## src/rtl/frame_aggregate.sv

```systemverilog
// Captures the first OUT_W bits of each qualifying frame from a narrow beat stream
// into a ready/valid holding register, with saturating runt/drop/bad-FCS statistics.
module frame_aggregate #(
    parameter int IN_W        = 2,
    parameter int OUT_W       = 44,
    parameter int MIN_BEATS   = 44,
    parameter int EMIT_AT_END = 0,
    parameter int CNT_W       = 16
) (
    input  logic             clk,
    input  logic             rst,
    input  logic             axiiv,
    input  logic [IN_W-1:0]  axiid,
    input  logic             fcs_ok,
    input  logic             axior,
    output logic [OUT_W-1:0] axiod,
    output logic             axiov,
    output logic [CNT_W-1:0] runt_count,
    output logic [CNT_W-1:0] drop_count,
    output logic [CNT_W-1:0] bad_fcs_count
);

    localparam int CAP_BEATS = OUT_W / IN_W;
    localparam int BCNT_W    = $clog2(MIN_BEATS + 1);
    localparam logic [BCNT_W-1:0] CAP_C = BCNT_W'(CAP_BEATS);
    localparam logic [BCNT_W-1:0] MIN_C = BCNT_W'(MIN_BEATS);

    typedef enum logic [1:0] {SYNC, CAPTURE, COUNT, TAIL} state_t;

    state_t             state_q, state_d;
    logic [BCNT_W-1:0]  bcnt_q, bcnt_d, bcnt_inc;
    logic [OUT_W-1:0]   data_q, data_d, shifted, emit_word;
    logic [OUT_W-1:0]   axiod_q, axiod_d;
    logic               axiov_q, axiov_d;
    logic [CNT_W-1:0]   runt_q, runt_d, drop_q, drop_d, bad_q, bad_d;
    logic               emit, runt_inc, bad_inc, drop_inc;

    always_comb begin
        state_d   = state_q;
        bcnt_d    = bcnt_q;
        data_d    = data_q;
        bcnt_inc  = bcnt_q + 1'b1;
        shifted   = OUT_W'({data_q, axiid});
        emit      = 1'b0;
        emit_word = data_q;
        runt_inc  = 1'b0;
        bad_inc   = 1'b0;

        case (state_q)
            SYNC: begin
                if (!axiiv) state_d = CAPTURE;
            end
            CAPTURE: begin
                if (axiiv) begin
                    data_d    = shifted;
                    bcnt_d    = bcnt_inc;
                    emit_word = shifted;
                    // MIN_BEATS == CAP_BEATS qualifies here and skips COUNT
                    if (bcnt_inc == MIN_C) begin
                        state_d = TAIL;
                        emit    = (EMIT_AT_END == 0);
                    end else if (bcnt_inc == CAP_C) begin
                        state_d = COUNT;
                    end
                end else if (bcnt_q != '0) begin
                    runt_inc = 1'b1;
                    bcnt_d   = '0;
                    data_d   = '0;
                end
            end
            COUNT: begin
                if (axiiv) begin
                    bcnt_d = bcnt_inc;
                    if (bcnt_inc == MIN_C) begin
                        state_d = TAIL;
                        emit    = (EMIT_AT_END == 0);
                    end
                end else begin
                    runt_inc = 1'b1;
                    bcnt_d   = '0;
                    data_d   = '0;
                    state_d  = CAPTURE;
                end
            end
            TAIL: begin
                if (!axiiv) begin
                    bcnt_d  = '0;
                    data_d  = '0;
                    state_d = CAPTURE;
                    if (EMIT_AT_END != 0) begin
                        if (fcs_ok) emit = 1'b1;
                        else        bad_inc = 1'b1;
                    end
                end
            end
            default: state_d = SYNC;
        endcase
    end

    // A held word is never overwritten; a reload is only allowed alongside an accept.
    always_comb begin
        axiov_d  = axiov_q;
        axiod_d  = axiod_q;
        drop_inc = 1'b0;
        if (emit && (!axiov_q || axior)) begin
            axiov_d = 1'b1;
            axiod_d = emit_word;
        end else begin
            if (emit) drop_inc = 1'b1;
            if (axiov_q && axior) axiov_d = 1'b0;
        end
    end

    always_comb begin
        runt_d = runt_q;
        drop_d = drop_q;
        bad_d  = bad_q;
        if (runt_inc && runt_q != '1) runt_d = runt_q + CNT_W'(1);
        if (drop_inc && drop_q != '1) drop_d = drop_q + CNT_W'(1);
        if (bad_inc  && bad_q  != '1) bad_d  = bad_q  + CNT_W'(1);
    end

    always_ff @(posedge clk) begin
        if (rst) begin
            state_q <= SYNC;
            bcnt_q  <= '0;
            data_q  <= '0;
            axiod_q <= '0;
            axiov_q <= 1'b0;
            runt_q  <= '0;
            drop_q  <= '0;
            bad_q   <= '0;
        end else begin
            state_q <= state_d;
            bcnt_q  <= bcnt_d;
            data_q  <= data_d;
            axiod_q <= axiod_d;
            axiov_q <= axiov_d;
            runt_q  <= runt_d;
            drop_q  <= drop_d;
            bad_q   <= bad_d;
        end
    end

    assign axiod         = axiod_q;
    assign axiov         = axiov_q;
    assign runt_count    = runt_q;
    assign drop_count    = drop_q;
    assign bad_fcs_count = bad_q;

endmodule

```

## config.mk

```make
export PLATFORM = sky130hd
export DESIGN_NAME = frame_aggregate
export DESIGN_NICKNAME = d
export VERILOG_FILES = /design/src/rtl/frame_aggregate.sv
export SDC_FILE = /design/constraint.sdc
export NUM_CORES = 1
export LEC_CHECK = 0
export CAP_MARGIN = 20
export CORE_MARGIN = 2
export CORE_UTILIZATION = 53
export DETAILED_ROUTE_END_ITERATION = 6
export MAX_ROUTING_LAYER = met4
export PLACE_DENSITY = 0.83
export SLEW_MARGIN = 25
export SYNTH_ARGS = -nofsm -noshare
export SYNTH_HDL_FRONTEND = slang
export SYNTH_SLANG_ARGS = --single-unit
```

## constraint.sdc

```tcl
create_clock -name clk -period 2.9 [get_ports clk]
set_input_delay 0.435 -clock clk [delete_from_list [all_inputs] [get_ports clk]]
set_output_delay 0.435 -clock clk [all_outputs]
set_load 0.05 [all_outputs]
```

# Word level (Yosys, flattened, before mapping)
# Cells that the tools add are included.
# op_classes
n_eq_ne	14
add_sub_neg	3
muxes	29
reduce_logical	17
# ops
operator	count
2-to-1 mux 44 bit	5
one-hot mux 44 bit (2 select lines)	1
adder 16 x 1 -> 16 bit, second input constant	2
!= test 16 bit, second input constant	2
2-to-1 mux 6 bit	4
one-hot mux 6 bit (3 select lines)	1
2-to-1 mux 2 bit	6
2-to-1 mux 1 bit	10
!= test 3 bit, second input constant	3
!= test 2 bit, second input constant	4
adder 6 x 1 -> 6 bit, second input constant	1
== test 6 x 5 -> 1 bit, second input constant	1
== test 6 bit, second input constant	1
one-hot mux 2 bit (3 select lines)	1
AND reduction 3 bit	2
nonzero test 6 bit	1
OR reduction 2 bit	3
== test 2 bit, second input constant	2
logical AND 1 bit	4
AND reduction 4 bit	1
nonzero test 2 bit	2
nonzero test 3 bit	1
== test 2 x 1 -> 1 bit, second input constant	1
logical NOT 2 bit	1
other kinds (3)	3
# totals
regBits	129
in_bits	7

# Logic depth before layout (Yosys ltp)
# logic_depth
ltp_word	8
mapped_depth	10
ltp_nobuf	7

# Least setup slack after synthesis
# Ideal clock, no wire load.
# synth_timing
path_type	register -> register
from	register runt_q[2] (netlist: runt_count[2])
to	register runt_q[15] (netlist: runt_count[15])
arrival_time_ns	2.352
required_time_ns	2.830
period_less_slack_ns	2.422
setup_time_ns	0.070
path_slack_ns	0.478
stages_incl_launch_ff	7
cell_sequence	dfxtp_1 -> clkbuf_2 -> nand3_1 -> or4_4 -> nor3_4 -> or4b_2 -> a21oi_1
# synth_between
elab_chain_len	2
word_cells_on_any_way	3
classes_between	1 x add/sub; 1 x eq/ne; 1 x reduce/logical
# synth_lines
item	line_no	rtl
start, declared	35	logic [CNT_W-1:0] runt_q, runt_d, drop_q, drop_d, bad_q, bad_d;
start signal, assigned	139	runt_q <= runt_d;
branches (longest 2 deep; another with adder 16 x 1 -> 16 bit)	n/a	
# Several ways; the timed one is not identified.
# A chain may end at the register's enable or synchronous reset.

# Final worst setup path
# layout_timing
from	register state_q[0]
to	register drop_q[11] (netlist: drop_count[11])
# layout_between
elab_chain_len	6
word_cells_on_any_way	8
classes_between	2 x eq/ne; 3 x mux; 3 x reduce/logical
# layout_lines
item	line_no	rtl
start, declared	30	state_t state_q, state_d;
start signal, assigned	134	state_q <= state_d;
== test 2 bit / == test 2 x 1 -> 1 bit (equally long branches)	49	case (state_q)
OR reduction 2 bit (no source line) *	n/a	
2-to-1 mux 1 bit *	n/a	
2-to-1 mux 1 bit / logical AND 1 bit (equally long branches)	109, 105	
2-to-1 mux 1 bit *	105	if (emit && (!axiov_q || axior)) begin
logical AND 1 bit *	119	if (drop_inc && drop_q != '1) drop_d = drop_q + CNT_W'(1);
end signal, assigned	140	drop_q <= drop_d;
end, declared	35	
# Mark *: on every way between the ends. The rest lies on a longest branch, timed or not.

==> flow_metrics.py <==
metrics = {
    "placement": {
        "port_buffers": 82,
        "place_ws_ns": 0.263,
        "dpl_cell_area_sq_um": 6730,
        "gp_congestion": 0.877,
        "post-dp-hpwl_um": 8960,
    },
    "logic_synthesis": {
        "syn_inst": 737,
        "async_reset_ff_share_pct": 0,
        "synth-edff-count": 0,
        "netlist_area_sq_um": 5960,
        "ys_ff_latch": 129,
        "ys_types": 60,
        "seq_area_frac_synth_pct": 43.3,
        "synth-main-ff-cell": "dfxtp_1",
        "syn_avg_cell_area_sq_um": 8.09,
        "ys_warn_count": 0,
    },
    "die": {
        "die_area_sq_um": 12100,
        "die_y_um": 110,
        "die_w_um": 110,
        "start_util_pct": 54.8,
        "rows": 38,
        "io_pins": 100,
        "core_area_sq_um": 10900,
    },
    "finish": {
        "layout_common_cells": "dfxtp_1, nand3_1, nand2_1",
        "register_area_sq_um": 2580,
        "multi_input_area_sq_um": 3030,
        "layout.nets": 802,
        "antennaDiodeCount": 0,
        "fin_area_sq_um": 7400,
        "drive_gt1_share_pct": 7.76,
        "syn_to_final_growth_pct": 24.1,
        "fillers": 885,
        "layout.cells.most_common": "dfxtp_1",
    },
    "pwr": {
        "power.share.clock_pct": 46.9,
        "seq_power_share_pct": 35.8,
        "irDropWorstVdd_v": 0.000537,
        "leakagePower_nw": 2.28,
        "total_power_mw": 5.11,
        "p_switching_mw": 1.49,
        "cellPowerDensity_nw_per_um2": 690,
        "p_comb_share_pct": 17.3,
        "p_int_mw": 3.62,
        "p_sw_share_pct": 29.1,
    },
    "timing": {
        "clock-skew-final_ns": 0.00544,
        "finalWorstSetupSlack_ns": 0.298,
        "slew_headroom_pct": 47.8,
        "tightest_slew_ns": 0.777,
        "setup_tns_ns": 0,
        "drv_slew": 0,
        "setup_viol": 0,
        "min_period_over_period_pct": 89.7,
        "rsz0062_at_grt": "false",
        "hold_violations": 0,
        "post-route-min-period_ns": 2.60,
        "whs_ns": 0.322,
        "timing.fmax_mhz": 384,
    },
    "critical_path": {
        "crit_fanout": 14,
        "critical_path_arrival_ns": 3.00,
        "crit_type": "reg -> reg",
        "r2r-end": "drop_count[11]",
        "r2r_start": "state_q[0]",
        "start_kind": "register",
        "reg2reg_depth": 7,
        "required_ns": 3.30,
        "reg2reg_slack_ns": 0.30,
        "end_kind": "register",
    },
    "grt": {
        "grt_max_degree": 95,
        "grt_antenna_before_repair": 0,
        "grt_pass1_wl_um": 23600,
        "grt_overflow": 0,
        "grt_use_total_pct": 25.1,
        "grt_pass1_vias": 5072,
    },
    "clock_network": {
        "cts_hold_buf": 0,
        "clockBufferDepth": 2,
        "cts_root_buf": "clkbuf_8",
        "clkTransAtPathRegs_ns": 0.06,
        "clock_sinks": 129,
        "ctsResizeCount": 0,
        "cts_made_buffers": 17,
        "htreeDepth": 4,
        "post_cts_buffers": 0,
        "cts_tree": "yes",
        "clk_latency_ns": 0.52,
    },
    "worst_hold_path": {
        "min-delay-start": "rst",
        "min_path_cells": 2,
        "worstHoldPathType": "in -> reg",
        "hold-path-endpoint": "runt_count[5]",
    },
    "route": {
        "drtIter0Drc": 454,
        "wl_per_cell_um": 15.6,
        "first_pass_iters": 7,
        "viasPerCell": 5.96,
        "post-route-drc-count": 0,
        "routed_wl_um": 14600,
        "vias": 5595,
        "ant_nets": 0,
    },
    "flow_run": {
        "maxCapViolCount": 0,
    },
    "outcome": {
        "outcome": "finished, final reports clean",
    },
}
==> layout make-up <==
cell class,instances,area share (%)
Clock buffer,22,6.26
Clock inverter,10,2.76
Inverter,8,0.406
Multi-Input combinational cell,538,41.0
Sequential cell,129,34.9
Tap cell,140,2.37
Timing Repair Buffer,92,12.3
==> logic make-up after synthesis <==
family / share of synthesized area [%]
buffers and inverters: 7.05
XOR/XNOR: 3.09
flip-flops: 43.3
multiplexers: 0.881
AND/OR/NAND/NOR: 29.5
AO/OA/AOI/OAI: 14.2
other: 0.0629
adder cells (fa/ha/maj): 1.89
==> registers in the layout (all words and copies together) (netlist names) <==
name,cells
data_q,44
runt_count,16
bcnt_q,6
axiov,1
axiod,44
drop_count,16
state_q,2
==> worst max path at each step <==
| stage | from | end | slack (ns) | cells after the start |
|---|---|---|---|---|
| finish | state_q[0] | drop_count[11] | 0.30 | 7 |
| global placement | axior | drop_count[11] | 0.32 | 6 |
| detailed placement | axior | drop_count[11] | 0.26 | 6 |
| floorplan | runt_count[2] | runt_count[15] | 0.48 | 6 |
| CTS | state_q[0] | drop_count[11] | 0.30 | 7 |
| global route | state_q[0] | drop_count[5] | 0.1 | 7 |
==> stage by stage <==
stage,util [%],instances
3_3_place_gp,61.8,907
5_1_grt,68.0,939
3_5_place_dp,61.8,907
4_1_cts,68.0,939
6_report,68.0,939
2_1_floorplan,-,752
==> layer usage <==
layer  vias up  global-route usage, %  routed length, um
li1       2690                      -                  -
met1      2651                   30.8               6410
met2       224                   39.8               7060
met3        30                   4.88                830
met4         0                   11.5                312
met5         -                      -                  0
==> cell usage after synthesis (2+ instances only) <==
master      n  area, sq um
nor4b_1     2         17.5
nand3_1   104          521
ha_1        9          113
clkbuf_1   45          169
nor4_2      3         37.5
nor3_1      6         30.0
buf_6       3         33.8
buf_2      11         55.1
o21ai_0    11         55.1
dfxtp_1   129         2580
buf_4      17          128
nand2_1   103          387
xor2_1      3         26.3
nand2b_1    2         12.5
a21oi_1    59          295
and3_1      3         18.8
mux2i_1     3         30.0
inv_1       8         30.0
o31ai_1     3         22.5
and4_1      3         26.3
a311oi_1   44          385
nor2_1     80          300
or4_1       5         37.5
or3_1       4         25.0
nor2b_1     5         31.3
nand4_1    11         68.8
mux2_2      2         22.5
or4b_2      2         20.0
nor4_1      9         56.3
xnor2_1    18          158
==> power groups by stage <==
stage                     logic, mW  clock network (mW)  registers [mW]
after global routing          0.956                2.49            1.83
after floorplan               0.704                   0            1.87
after detailed placement      0.862                   0            1.87
final                         0.885                2.40            1.83
after global placement        0.846                   0            1.86
after CTS                     0.867                2.41            1.83
==> worst max-delay path, cell delays in order (launching register included) <==
cell and delay (ns):
dfxtp_1 0.41, inv_1 0.07, ha_1 0.41, nand3b_1 0.20
or4_1 0.71, nor4_1 0.46, xnor2_1 0.16, nor2_1 0.05
Note: power is estimated with default switching activity, not from simulation.
